===== src/rtl/dmem_pkg.sv =====
// dmem_pkg: shared types for the data-memory arbiter.
//   state_e : access sequencer states (IDLE -> REQ -> [RESP] -> DONE)
//   owner_e : which requester owns the access in flight
package dmem_pkg;

    typedef enum logic [1:0] {
        IDLE = 2'd0,
        REQ  = 2'd1,
        RESP = 2'd2,
        DONE = 2'd3
    } state_e;

    typedef enum logic {
        OWN_PIPE = 1'b0,
        OWN_DBG  = 1'b1
    } owner_e;

endpackage


===== src/rtl/dmem_prio_arb.sv =====
// dmem_prio_arb: fixed-priority grant select (pipeline first) with a
// starvation guard that hands one grant to the debug port after STARVE_LIM
// consecutive pipeline grants made while debug was waiting.
// Ports:
//   clk, reset   : clock, synchronous active-high reset
//   pipe_req_i   : pipeline request
//   dbg_req_i    : debug request
//   arb_en_i     : strobe, high in cycles where a grant is taken
//   gnt_o        : owner selected for a grant in this cycle
module dmem_prio_arb
    import dmem_pkg::*;
#(
    parameter int STARVE_LIM = 4
) (
    input  logic   clk,
    input  logic   reset,
    input  logic   pipe_req_i,
    input  logic   dbg_req_i,
    input  logic   arb_en_i,
    output owner_e gnt_o
);

    localparam int               CNT_W = $clog2(STARVE_LIM + 1);
    localparam logic [CNT_W-1:0] LIM   = CNT_W'(STARVE_LIM);

    logic [CNT_W-1:0] starve_cnt_q;
    logic [CNT_W-1:0] starve_cnt_d;
    logic             dbg_win;

    always_comb begin
        // Debug wins when it is alone, or when the pipeline has had its quota.
        dbg_win      = dbg_req_i & (~pipe_req_i | (starve_cnt_q == LIM));
        gnt_o        = dbg_win ? OWN_DBG : OWN_PIPE;
        starve_cnt_d = starve_cnt_q;
        if (arb_en_i & (pipe_req_i | dbg_req_i)) begin
            // Only pipeline grants taken over a waiting debug request count.
            if (dbg_win | ~dbg_req_i) begin
                starve_cnt_d = '0;
            end else if (starve_cnt_q != LIM) begin
                starve_cnt_d = starve_cnt_q + CNT_W'(1);
            end
        end
    end

    always_ff @(posedge clk) begin
        if (reset) begin
            starve_cnt_q <= '0;
        end else begin
            starve_cnt_q <= starve_cnt_d;
        end
    end

endmodule


===== src/rtl/dmem_arbiter.sv =====
// dmem_arbiter: single-port data-RAM controller shared by the pipeline MEM
// stage and a debug/loader port. One access at a time is sequenced over the
// RAM req/ready/rvalid handshake; the pipeline is stalled until its access
// reaches DONE.
// Ports:
//   clk, reset                         : clock, synchronous active-high reset
//   mem_req/wen/addr/wdata             : pipeline access request (level)
//   mem_rdata, mem_stall               : pipeline load data, pipeline freeze
//   dbg_req/wen/addr/wdata             : debug access request (level)
//   dbg_ack, dbg_rdata                 : debug completion pulse and read data
//   ram_req/wen/addr/wdata             : registered RAM request
//   ram_ready, ram_rvalid, ram_rdata   : RAM accept, read valid, read data
module dmem_arbiter
    import dmem_pkg::*;
#(
    parameter int ADDR_W     = 30,
    parameter int DATA_W     = 32,
    parameter int STARVE_LIM = 4
) (
    input  logic              clk,
    input  logic              reset,
    input  logic              mem_req,
    input  logic              mem_wen,
    input  logic [ADDR_W-1:0] mem_addr,
    input  logic [DATA_W-1:0] mem_wdata,
    output logic [DATA_W-1:0] mem_rdata,
    output logic              mem_stall,
    input  logic              dbg_req,
    input  logic              dbg_wen,
    input  logic [ADDR_W-1:0] dbg_addr,
    input  logic [DATA_W-1:0] dbg_wdata,
    output logic              dbg_ack,
    output logic [DATA_W-1:0] dbg_rdata,
    output logic              ram_req,
    output logic              ram_wen,
    output logic [ADDR_W-1:0] ram_addr,
    output logic [DATA_W-1:0] ram_wdata,
    input  logic              ram_ready,
    input  logic              ram_rvalid,
    input  logic [DATA_W-1:0] ram_rdata
);

    state_e            state_q;
    owner_e            owner_q;
    owner_e            gnt;
    logic              arb_en;
    logic              ram_req_q;
    logic              ram_wen_q;
    logic [ADDR_W-1:0] ram_addr_q;
    logic [DATA_W-1:0] ram_wdata_q;
    logic [DATA_W-1:0] rdata_q;
    logic              dbg_ack_q;

    assign arb_en = (state_q == IDLE);

    dmem_prio_arb #(
        .STARVE_LIM (STARVE_LIM)
    ) u_arb (
        .clk        (clk),
        .reset      (reset),
        .pipe_req_i (mem_req),
        .dbg_req_i  (dbg_req),
        .arb_en_i   (arb_en),
        .gnt_o      (gnt)
    );

    always_ff @(posedge clk) begin
        if (reset) begin
            state_q     <= IDLE;
            owner_q     <= OWN_PIPE;
            ram_req_q   <= 1'b0;
            ram_wen_q   <= 1'b0;
            ram_addr_q  <= '0;
            ram_wdata_q <= '0;
            rdata_q     <= '0;
            dbg_ack_q   <= 1'b0;
        end else begin
            dbg_ack_q <= 1'b0;
            case (state_q)
                IDLE: begin
                    if (mem_req | dbg_req) begin
                        owner_q   <= gnt;
                        ram_req_q <= 1'b1;
                        if (gnt == OWN_DBG) begin
                            ram_wen_q   <= dbg_wen;
                            ram_addr_q  <= dbg_addr;
                            ram_wdata_q <= dbg_wdata;
                        end else begin
                            ram_wen_q   <= mem_wen;
                            ram_addr_q  <= mem_addr;
                            ram_wdata_q <= mem_wdata;
                        end
                        state_q <= REQ;
                    end
                end
                REQ: begin
                    if (ram_ready) begin
                        ram_req_q <= 1'b0;
                        if (ram_wen_q) begin
                            state_q   <= DONE;
                            dbg_ack_q <= (owner_q == OWN_DBG);
                        end else begin
                            state_q <= RESP;
                        end
                    end
                end
                RESP: begin
                    // rvalid is only meaningful here; stray pulses elsewhere are dropped.
                    if (ram_rvalid) begin
                        rdata_q   <= ram_rdata;
                        state_q   <= DONE;
                        dbg_ack_q <= (owner_q == OWN_DBG);
                    end
                end
                DONE: begin
                    state_q <= IDLE;
                end
                default: begin
                    state_q <= IDLE;
                end
            endcase
        end
    end

    // Stall drops only in the pipeline's own DONE cycle; a flushed request
    // (mem_req low) never stalls even though its RAM access still completes.
    assign mem_stall = mem_req & ~((state_q == DONE) & (owner_q == OWN_PIPE)) & ~reset;

    assign mem_rdata = rdata_q;
    assign dbg_rdata = rdata_q;
    assign dbg_ack   = dbg_ack_q;
    assign ram_req   = ram_req_q;
    assign ram_wen   = ram_wen_q;
    assign ram_addr  = ram_addr_q;
    assign ram_wdata = ram_wdata_q;

endmodule


===== config.mk =====
export PLATFORM = sky130hd
export DESIGN_NAME = dmem_arbiter
export DESIGN_NICKNAME = d
export VERILOG_FILES = /design/src/rtl/dmem_pkg.sv /design/src/rtl/dmem_prio_arb.sv /design/src/rtl/dmem_arbiter.sv
export SDC_FILE = /design/constraint.sdc
export NUM_CORES = 1
export LEC_CHECK = 0
export CORE_MARGIN = 2
export CORE_UTILIZATION = 35
export DETAILED_ROUTE_END_ITERATION = 10
export PLACE_DENSITY_LB_ADDON = 0.3
export SLEW_MARGIN = 20
export SYNTH_ARGS = -nofsm -noshare
export SYNTH_HDL_FRONTEND = slang
export SYNTH_SLANG_ARGS = --single-unit
export TNS_END_PERCENT = 30

===== constraint.sdc =====
create_clock -name clk -period 1.79 [get_ports clk]
set_clock_uncertainty 0.1 [all_clocks]
set_input_delay 0.537 -clock clk [delete_from_list [all_inputs] [get_ports clk]]
set_output_delay 0.537 -clock clk [all_outputs]
set_load 0.1 [all_outputs]

# Word level (Yosys, flattened, before mapping)
# Cells that the tools add are included.
dict set report classes {
  add_sub_neg 1
  eq_ne 8
  n_mux 18
  bitwise 13
  reduce_logical 8
}
# op n
set op_table {}
lappend op_table {{32-bit two-way mux} 1}
lappend op_table {{30-bit two-way mux} 1}
lappend op_table {{1-bit two-way mux} 8}
lappend op_table {{2-bit case mux with 4 select lines} 1}
lappend op_table {{2-bit two-way mux} 3}
lappend op_table {{3-bit two-way mux} 2}
lappend op_table {{2-bit != test (second input constant)} 3}
lappend op_table {{2-bit AND reduction} 3}
lappend op_table {{3-bit AND reduction} 2}
lappend op_table {{1-bit bitwise AND} 5}
lappend op_table {{1-bit NOT} 5}
lappend op_table {{2-bit == test (second input constant)} 2}
lappend op_table {{1-bit case mux with 2 select lines} 2}
lappend op_table {{2-bit nonzero test} 2}
lappend op_table {{3-bit by 1-bit adder with 3-bit output (second input constant)} 1}
lappend op_table {{3-bit == test (second input constant)} 1}
lappend op_table {{3-bit != test (second input constant)} 1}
lappend op_table {{1-bit bitwise OR} 3}
lappend op_table {{2-bit by 1-bit == test with 1-bit output (second input constant)} 1}
lappend op_table {{2-bit zero test} 1}
dict set report totals {
  register_bits 103
  inputBits 164
  out_inout_bits 130
  word_cells 57
}

# Depth between registers and ports, before layout
# Gate-level depths: netlist (run 1).
dict set report logic_depth {
  depth_word 6
  depth_mapped 7
  mapped_depth_nobuf 5
}

# Hierarchy
# From an unflattened synthesis (run 1), not the netlist that was laid out.
dict set report hier_totals {
  hier_cells 506
  hier_area_um2 5011.1
}
# module n_inst cells_per_inst area_each_um2 seq_area_each_um2
set modules_own_cells {}
lappend modules_own_cells {dmem_arbiter 1 486 4820.9 2001.9}
lappend modules_own_cells {dmem_prio_arb 1 20 190.2 60.1}

# Least setup slack after synthesis (run 1)
# No wires, ideal clock.
dict set report synth_path {
  kind {input port to output port}
  start {input reset}
  end {output mem_stall}
  arrival_ns 3.104
  required_time_ns 1.153
  path_slack_ns -1.951
  path_stages 3
  path_buffers 2
  cell_sequence {clkbuf_1 clkbuf_1 nor3b_1}
}
dict set report synth_via {
  elab_chain_len 2
}
# element line_no
set synth_rtl {}
lappend synth_rtl {{from (decl)} dmem_arbiter.sv:21} ;# input logic reset,
lappend synth_rtl {{1-bit NOT} dmem_arbiter.sv:127} ;# assign mem_stall = mem_req & ~((state_q == DONE) & (owner_q == OWN_PIPE)) & ~reset;
lappend synth_rtl {{1-bit bitwise AND} dmem_arbiter.sv:127}
lappend synth_rtl {{to (decl)} dmem_arbiter.sv:27} ;# output logic mem_stall,
# No other way between the ends.

# Final worst setup path (run 1)
dict set report layout_path {
  start {register state_q[1]}
  end {output mem_stall}
}
dict set report layout_via {
  elab_chain_len 5
}
# element line_no
set layout_rtl {}
lappend layout_rtl {{from (decl)} dmem_arbiter.sv:43} ;# state_e state_q;
lappend layout_rtl {{from (signal assigned)} dmem_arbiter.sv:69} ;# state_q <= IDLE;
lappend layout_rtl {{from (signal assigned)} dmem_arbiter.sv:93} ;# state_q <= REQ;
lappend layout_rtl {{from (signal assigned)} dmem_arbiter.sv:100} ;# state_q <= DONE;
lappend layout_rtl {{2-bit == test} dmem_arbiter.sv:127}
lappend layout_rtl {{1-bit bitwise AND} dmem_arbiter.sv:127}
lappend layout_rtl {{1-bit NOT} dmem_arbiter.sv:127}
lappend layout_rtl {{1-bit bitwise AND (2 in series)} dmem_arbiter.sv:127}
# No other way between the ends.

==> results of run 1 <==
==> layer usage <==
metal  track usage  share of wire  vias up
met1         0.240           0.36     2647
met3        0.0783          0.093       50
met5             0              0        -
li1              -              -     2585
met2         0.421           0.51      318
met4         0.118          0.037        0
==> metrics by stage <==
stage	worst slack, ps	std cells	TNS, ps
4_1_cts	-266	1013	-266
3_5_place_dp	-515	994	-30810
2_1_floorplan	-488	590	-5770
5_1_grt	-315	1025	-395
3_3_place_gp	-488	994	-26360
6_report	-266	1025	-266
==> power breakdown <==
part           leakage [nW]  total [mW]  internal (mW)  switching (mW)
Combinational          2.60        11.1           4.16            6.98
Sequential            0.853        3.72           2.96           0.764
Clock                 0.148        1.97          0.997           0.971
Total                  3.60        16.8           8.11            8.71
==> worst max path at each step <==
stage               startpoint     endpoint  slack [ps]
floorplan                reset    mem_stall        -490
finish              state_q[1]    mem_stall        -270
detailed placement     mem_req  ram_addr[5]        -510
global route        state_q[1]    mem_stall        -310
CTS                 state_q[1]    mem_stall        -270
global placement       mem_req    mem_stall        -490
==> registers in the layout (all words and copies together), names as in the netlist <==
| signal | count |
|---|---|
| dbg_rdata | 32 |
| ram_wdata | 32 |
| ram_addr | 30 |
| u_arb.starve_cnt_q | 3 |
| state_q | 2 |
| dbg_ack | 1 |
| owner_q | 1 |
| ram_req | 1 |
| ram_wen | 1 |
==> layout make-up <==
class,instances,share of cell area
timing repair buffer,334,0.494
multi-input combinational,391,0.236
inverter,5,0.00194
clock buffer,9,0.0233
sequential,103,0.215
clock inverter,7,0.00738
tap,176,0.0228
==> cell families (layout without fill, tap and decap cells) <==
kind of cell,count (synthesis),after routing
compound gates,174,175
xor+xnor,2,2
fa+ha+maj,6,6
buf+inv,97,355
flops,103,103
mux,1,1
simple gates,207,207
==> layout by cell type, fill, tap and decap left out, types with 2 or more instances in the layout <==
cell / synthesis / routed
a21oi_1: 34 / 34
a311oi_1: 63 / 54
a311oi_2: 0 / 8
buf_12: 0 / 140
buf_4: 34 / 23
buf_6: 0 / 3
clkbuf_16: 0 / 14
clkdlybuf4s50_1: 0 / 160
dfxtp_1: 103 / 92
dfxtp_2: 0 / 11
ha_1: 6 / 2
ha_2: 0 / 3
inv_1: 5 / 3
inv_2: 0 / 2
inv_6: 0 / 2
inv_8: 0 / 4
nand2_1: 67 / 67
nand3_1: 63 / 63
nor2_1: 64 / 64
nor3_1: 4 / 4
o21ai_0: 56 / 56
o21ai_1: 9 / 9
o31a_1: 2 / 2
==> tightest hold or removal path, cell delays in order, from the launching register on <==
cell	delay, ps
dfxtp_2	350
nand2_1	60
a21oi_1	50
==> what timing repair did <==
action,in CTS,in global routing
cloned,1,6
setup buffers,2,6
gates resized for setup,11,19
hold buffers,0,0
endpoints found under the hold margin,0,0
pin swaps,3,5
endpoints found under the setup margin,67,63
==> flow_summary_export.csv, run 1 <==
group,metric,value,unit
synth,synthXorXnorAreaFrac,0.00370,
timing,setup_viol,1,
hold_path,holdPathStages,2,
routing,num_vias,5600,
synth,synth-edff-count,0,
timing,clock.fmax,486,MHz
synth,synthArstFlopShare,0,
global_routing,grt_max_degree,63,
synth,yosysTopAreaCell,"dfxtp_1",
synth,yosysTopAreaCellShare,0.436,
final_layout,final_area,0.00967,mm2
timing,worstMarginPinSlew,450,ps
final_layout,diodes,0,
global_routing,grt_util_all_layers,0.233,
setup_path,critPathBufInv,1,
setup_path,worstPathRequired,1150,ps
setup_path,cp-end-kind,"output port",
synth,syn_avg_cell_area,8.02,um2
timing,min_period_over_period,1.15,
synth,muxShareOfSynthArea,0.00211,
placement,io_buffer_count,293,
final_layout,drive_gt1_frac,0.264,
synth,synthTopCellsByCount,"dfxtp_1, nand2_1, nor2_1",
synth,synth-compound-area-share,0.245,
clocking,cts.sinks,103,
pwr,ir_drop,1.06,mV
pwr,power_density,1740,mW/mm2
setup_path,reg2reg_depth,6,
setup_path,cp_max_fo,2,
synth,ys_warn_count,0,
setup_path,crit_arrival,1420,ps
status,outcome,"complete, but fails checks",
final_layout,area_growth,104,%
final_layout,final_util,0.730,
flow_run,cap_viol_max_count,0,
setup_path,r2r_slack,40,ps
final_layout,fill_cells,897,
global_routing,overflow,0,
status,violations,"negative setup slack",
synth,yosysUniqueCellTypes,36,
global_routing,antenna_found_initial,0,
synth,synth-main-ff-cell,"dfxtp_1",
final_layout,multiInputGateArea,0.00228,mm2
placement,dpl_cell_area,0.00903,mm2
timing,grt_setup_unrepaired,"true",
setup_path,worstSetupPathType,"reg2out",
synth,synth_area_leaders,"dfxtp_1, a311oi_1, nand3_1",
clocking,clockBufferDepth,2,
synth,synth-adder-area-share,0.0159,
global_routing,grt_pass1_vias,5401,
hold_path,holdPathEnd,"dbg_rdata[16]",
timing,finalHoldViolCount,0,
timing,final_max_slew_viol_count,0,
synth,synthCells,590,
synth,ys_seq_area_frac,0.436,
routing,drtIter0Drc,416,
routing,firstDrtPassIters,5,
setup_path,critPathMaxStageDelay,330,ps
hold_path,hold_start,"dbg_rdata[16]",
routing,vias_per_cell,5.46,
final_layout,regArea,0.00208,mm2
clocking,cts_buffers,9,
synth,synth_most_common_cell,"dfxtp_1",
global_routing,grt_pass1_wl,27200,um
setup_path,timing.rr.start,"u_arb.starve_cnt_q[0]",
floorplan,core,0.0132,mm2
pwr,finalPower,16.8,mW
routing,avgRoutedWirePerCell,18.4,um
placement,gp_congestion,0.788,
setup_path,cpLargestDelayFamily,"simple AND/OR/NAND/NOR gates",
routing,drt.antenna.violating_nets,0,
timing,relSlewSlack,0.697,
floorplan,io_pins,294,
routing,route.detailed.drc,0,
floorplan,rows,42,
timing,finalCriticalPeriod,2060,ps
floorplan,die_area,0.0145,mm2
setup_path,crit_path_start_kind,"flop",
clocking,ctsRootBufferMaster,"clkbuf_16",
clocking,clkTransAtPathRegs,70,ps
placement,dp_hpwl,13100,um
setup_path,crit_slowest_cell,"dfxtp_2",
timing,setup_slack,-266,ps
routing,drt_wl_total,18900,um
setup_path,reg2reg_to,"ram_wdata[23]",
clocking,htree_levels,3,
pwr,p_leak,3.60,nW
synth,synthSimpleGateAreaFrac,0.188,
final_layout,layout.nets,1014,
hold_path,holdCritPathClass,"reg2reg",
clocking,clkLatencyLatePin,350,ps
floorplan,start_util,0.357,
clocking,cts_tree,"built",
synth,ys_ff_latch,103,
timing,holdWs,403,ps
synth,synth_top_family_by_area,"compound AO/OA/AOI/OAI gates",
floorplan,die_x,120,um
synth,syn_area,0.00473,mm2
floorplan,die_h,120,um
setup_path,crit_chain,"ha_2 -> nor2b_4 -> nor3b_4 -> buf_12",
synth,synth_nets,760,
setup_path,cp.depth,4,
Note: power is estimated with default switching activity, not from simulation.
==> run 2: changes to the inputs <==
--- a/config.mk
+++ b/config.mk
@@ -8,6 +8,7 @@
 export CORE_MARGIN = 2
 export CORE_UTILIZATION = 35
 export DETAILED_ROUTE_END_ITERATION = 10
+export GPL_TIMING_DRIVEN = 0
 export PLACE_DENSITY_LB_ADDON = 0.3
 export SLEW_MARGIN = 20
 export SYNTH_ARGS = -nofsm -noshare
==> flow_summary_export.csv, run 2 (synthesized netlist as in run 1, its figures left out) <==
group,metric,value,unit
pwr,p_leak,3.28,nW
routing,drt_wl_total,17000,um
pwr,switching_power,8.05,mW
pwr,power_density,1800,mW/mm2
timing,setup_viol,1,
timing,grt_setup_unrepaired,"true",
pwr,clock_power_share,0.161,
routing,avgRoutedWirePerCell,15.8,um
timing,finalCriticalPeriod,2030,ps
pwr,combPwrFrac,0.608,
pwr,ir_drop,1.08,mV
status,violations,"negative setup slack",
pwr,switching_share,0.559,
final_layout,final_area,0.00799,mm2
pwr,pwr-share-seq,0.231,
flow_run,cap_viol_max_count,0,
pwr,p_int,6.35,mW
clocking,cts_tree,"built",
final_layout,layout.nets,1065,
placement,dp_hpwl,12800,um
final_layout,drive_gt1_frac,0.269,
clocking,cts_hold_buf,0,
routing,drtIter0Drc,246,
clocking,clkLatencyLatePin,350,ps
floorplan,core,0.0132,mm2
timing,clock.fmax,492,MHz
clocking,cts_buffers,9,
setup_path,cp-end-kind,"output port",
global_routing,grt_pass1_wl,26600,um
final_layout,final_cell_mix,"clkdlybuf4s50_1, dfxtp_1, buf_4, nand2_1, nor2_1",
clocking,htree_levels,3,
global_routing,grt_max_degree,18,
clocking,cts.sinks,103,
routing,firstDrtPassIters,4,
timing,relSlewSlack,0.660,
status,outcome,"complete, but fails checks",
placement,dpl_cell_area,0.00791,mm2
global_routing,grt_pass1_vias,5296,
clocking,clockBufferDepth,2,
final_layout,fill_cells,1268,
timing,finalHoldViolCount,0,
placement,dpl_worst_slack,-1440,ps
timing,setup_slack,-243,ps
hold_path,holdCritPathClass,"reg2reg",
floorplan,die_h,120,um
final_layout,area_growth,68.8,%
final_layout,final_util,0.603,
clocking,clkTransAtPathRegs,70,ps
placement,gp_congestion,0.823,
floorplan,rows,42,
timing,final_max_slew_viol_count,0,
global_routing,grt_util_all_layers,0.229,
floorplan,die_x,120,um
setup_path,worstPathRequired,1150,ps
setup_path,worstSetupPathType,"reg2out",
placement,dp_cells,1057,
floorplan,die_area,0.0145,mm2
final_layout,final_cells,1076,
global_routing,antenna_found_initial,0,
timing,holdWs,362,ps
placement,io_buffer_count,291,
final_layout,final_common_cell,"clkdlybuf4s50_1",
final_layout,diodes,0,
setup_path,cp_max_fo,3,
routing,route.detailed.drc,0,
routing,drt.antenna.violating_nets,0,
timing,min_period_over_period,1.14,
timing,worstMarginPinSlew,513,ps
floorplan,io_pins,294,
routing,vias_per_cell,5.09,
routing,num_vias,5478,
global_routing,overflow,0,
setup_path,crit_path_start_kind,"flop",
setup_path,crit_arrival,1400,ps
floorplan,start_util,0.357,
clocking,ctsRootBufferMaster,"clkbuf_16",
==> run 2: changes by cell type in the layout (fill, tap and decap cells not counted), sizes merged <==
cell,previous run,this run
bufinv,0,3
buf,167,161
inv,11,7
clkinv,1,0
o21a,2,1
clkinvlp,0,1
bufbuf,1,0
clkbuf,15,74
dlygate4sd2,0,1
==> run 2: worst paths after layout <==
path	start	end	slack (ps)	cells past startpoint
max	state_q[0]	mem_stall	-240	4
min	dbg_rdata[16]	dbg_rdata[16]	360	2
max reg2reg	u_arb.starve_cnt_q[0]	owner_q	30	7
min reg2reg	dbg_rdata[16]	dbg_rdata[16]	360	2
==> run 2: power groups by stage <==
stage	registers [mW]	clock network [mW]	logic (mW)
after floorplan	7.69	0	2.44
after global placement	3.36	0	9.02
after detailed placement	3.38	0	9.04
after CTS	3.31	2.36	8.60
after global routing	3.40	2.46	9.16
final	3.32	2.32	8.75
==> run 2: per-layer routing <==
metal	GRT usage	share of wire	vias to the layer above
met1	0.265	0.39	2526
met4	0.0741	0.018	0
met5	0	0	-
met3	0.0693	0.097	22
li1	-	-	2688
met2	0.403	0.49	242
==> run 2: layout make-up <==
cell class              instances  area (um2)  share of cell area
inverters                       5        18.8             0.00235
well taps                     176         220              0.0276
plain buffers                  92         597              0.0747
clock inverters                 6         115              0.0144
multi-input cells             390        2190               0.275
clock buffers                  10         239              0.0299
repair buffers                294        2530               0.316
flip-flops and latches        103        2080               0.260
==> run 2: metrics by stage <==
step                      setup TNS, ps  total power, mW
after detailed placement         -97340             12.4
after floorplan                   -5770             10.1
after global routing              -1790             15.0
after global placement           -95620             12.4
final                              -243             14.4
after CTS                          -388             14.3
==> run 2: worst max-delay path: stages (launching register included) <==
cell and delay, ps:
dfxtp_2 330, ha_2 180, nor2b_4 130, nor3b_4 200
buf_12 200
==> run 2: timing repair <==
item	in CTS	in global routing
pin swaps	2	2
endpoints found under the hold margin	0	0
setup endpoints to repair	227	109
gates resized for setup	729	63
setup buffers	2	1
==> run 3: changes to the inputs <==
--- a/config.mk
+++ b/config.mk
@@ -10,7 +10,6 @@
 export DETAILED_ROUTE_END_ITERATION = 10
 export GPL_TIMING_DRIVEN = 0
 export PLACE_DENSITY_LB_ADDON = 0.3
-export SLEW_MARGIN = 20
 export SYNTH_ARGS = -nofsm -noshare
 export SYNTH_HDL_FRONTEND = slang
 export SYNTH_SLANG_ARGS = --single-unit
==> results of run 3 <==
The final DEF is identical to that of run 2; final timing and power are the same.
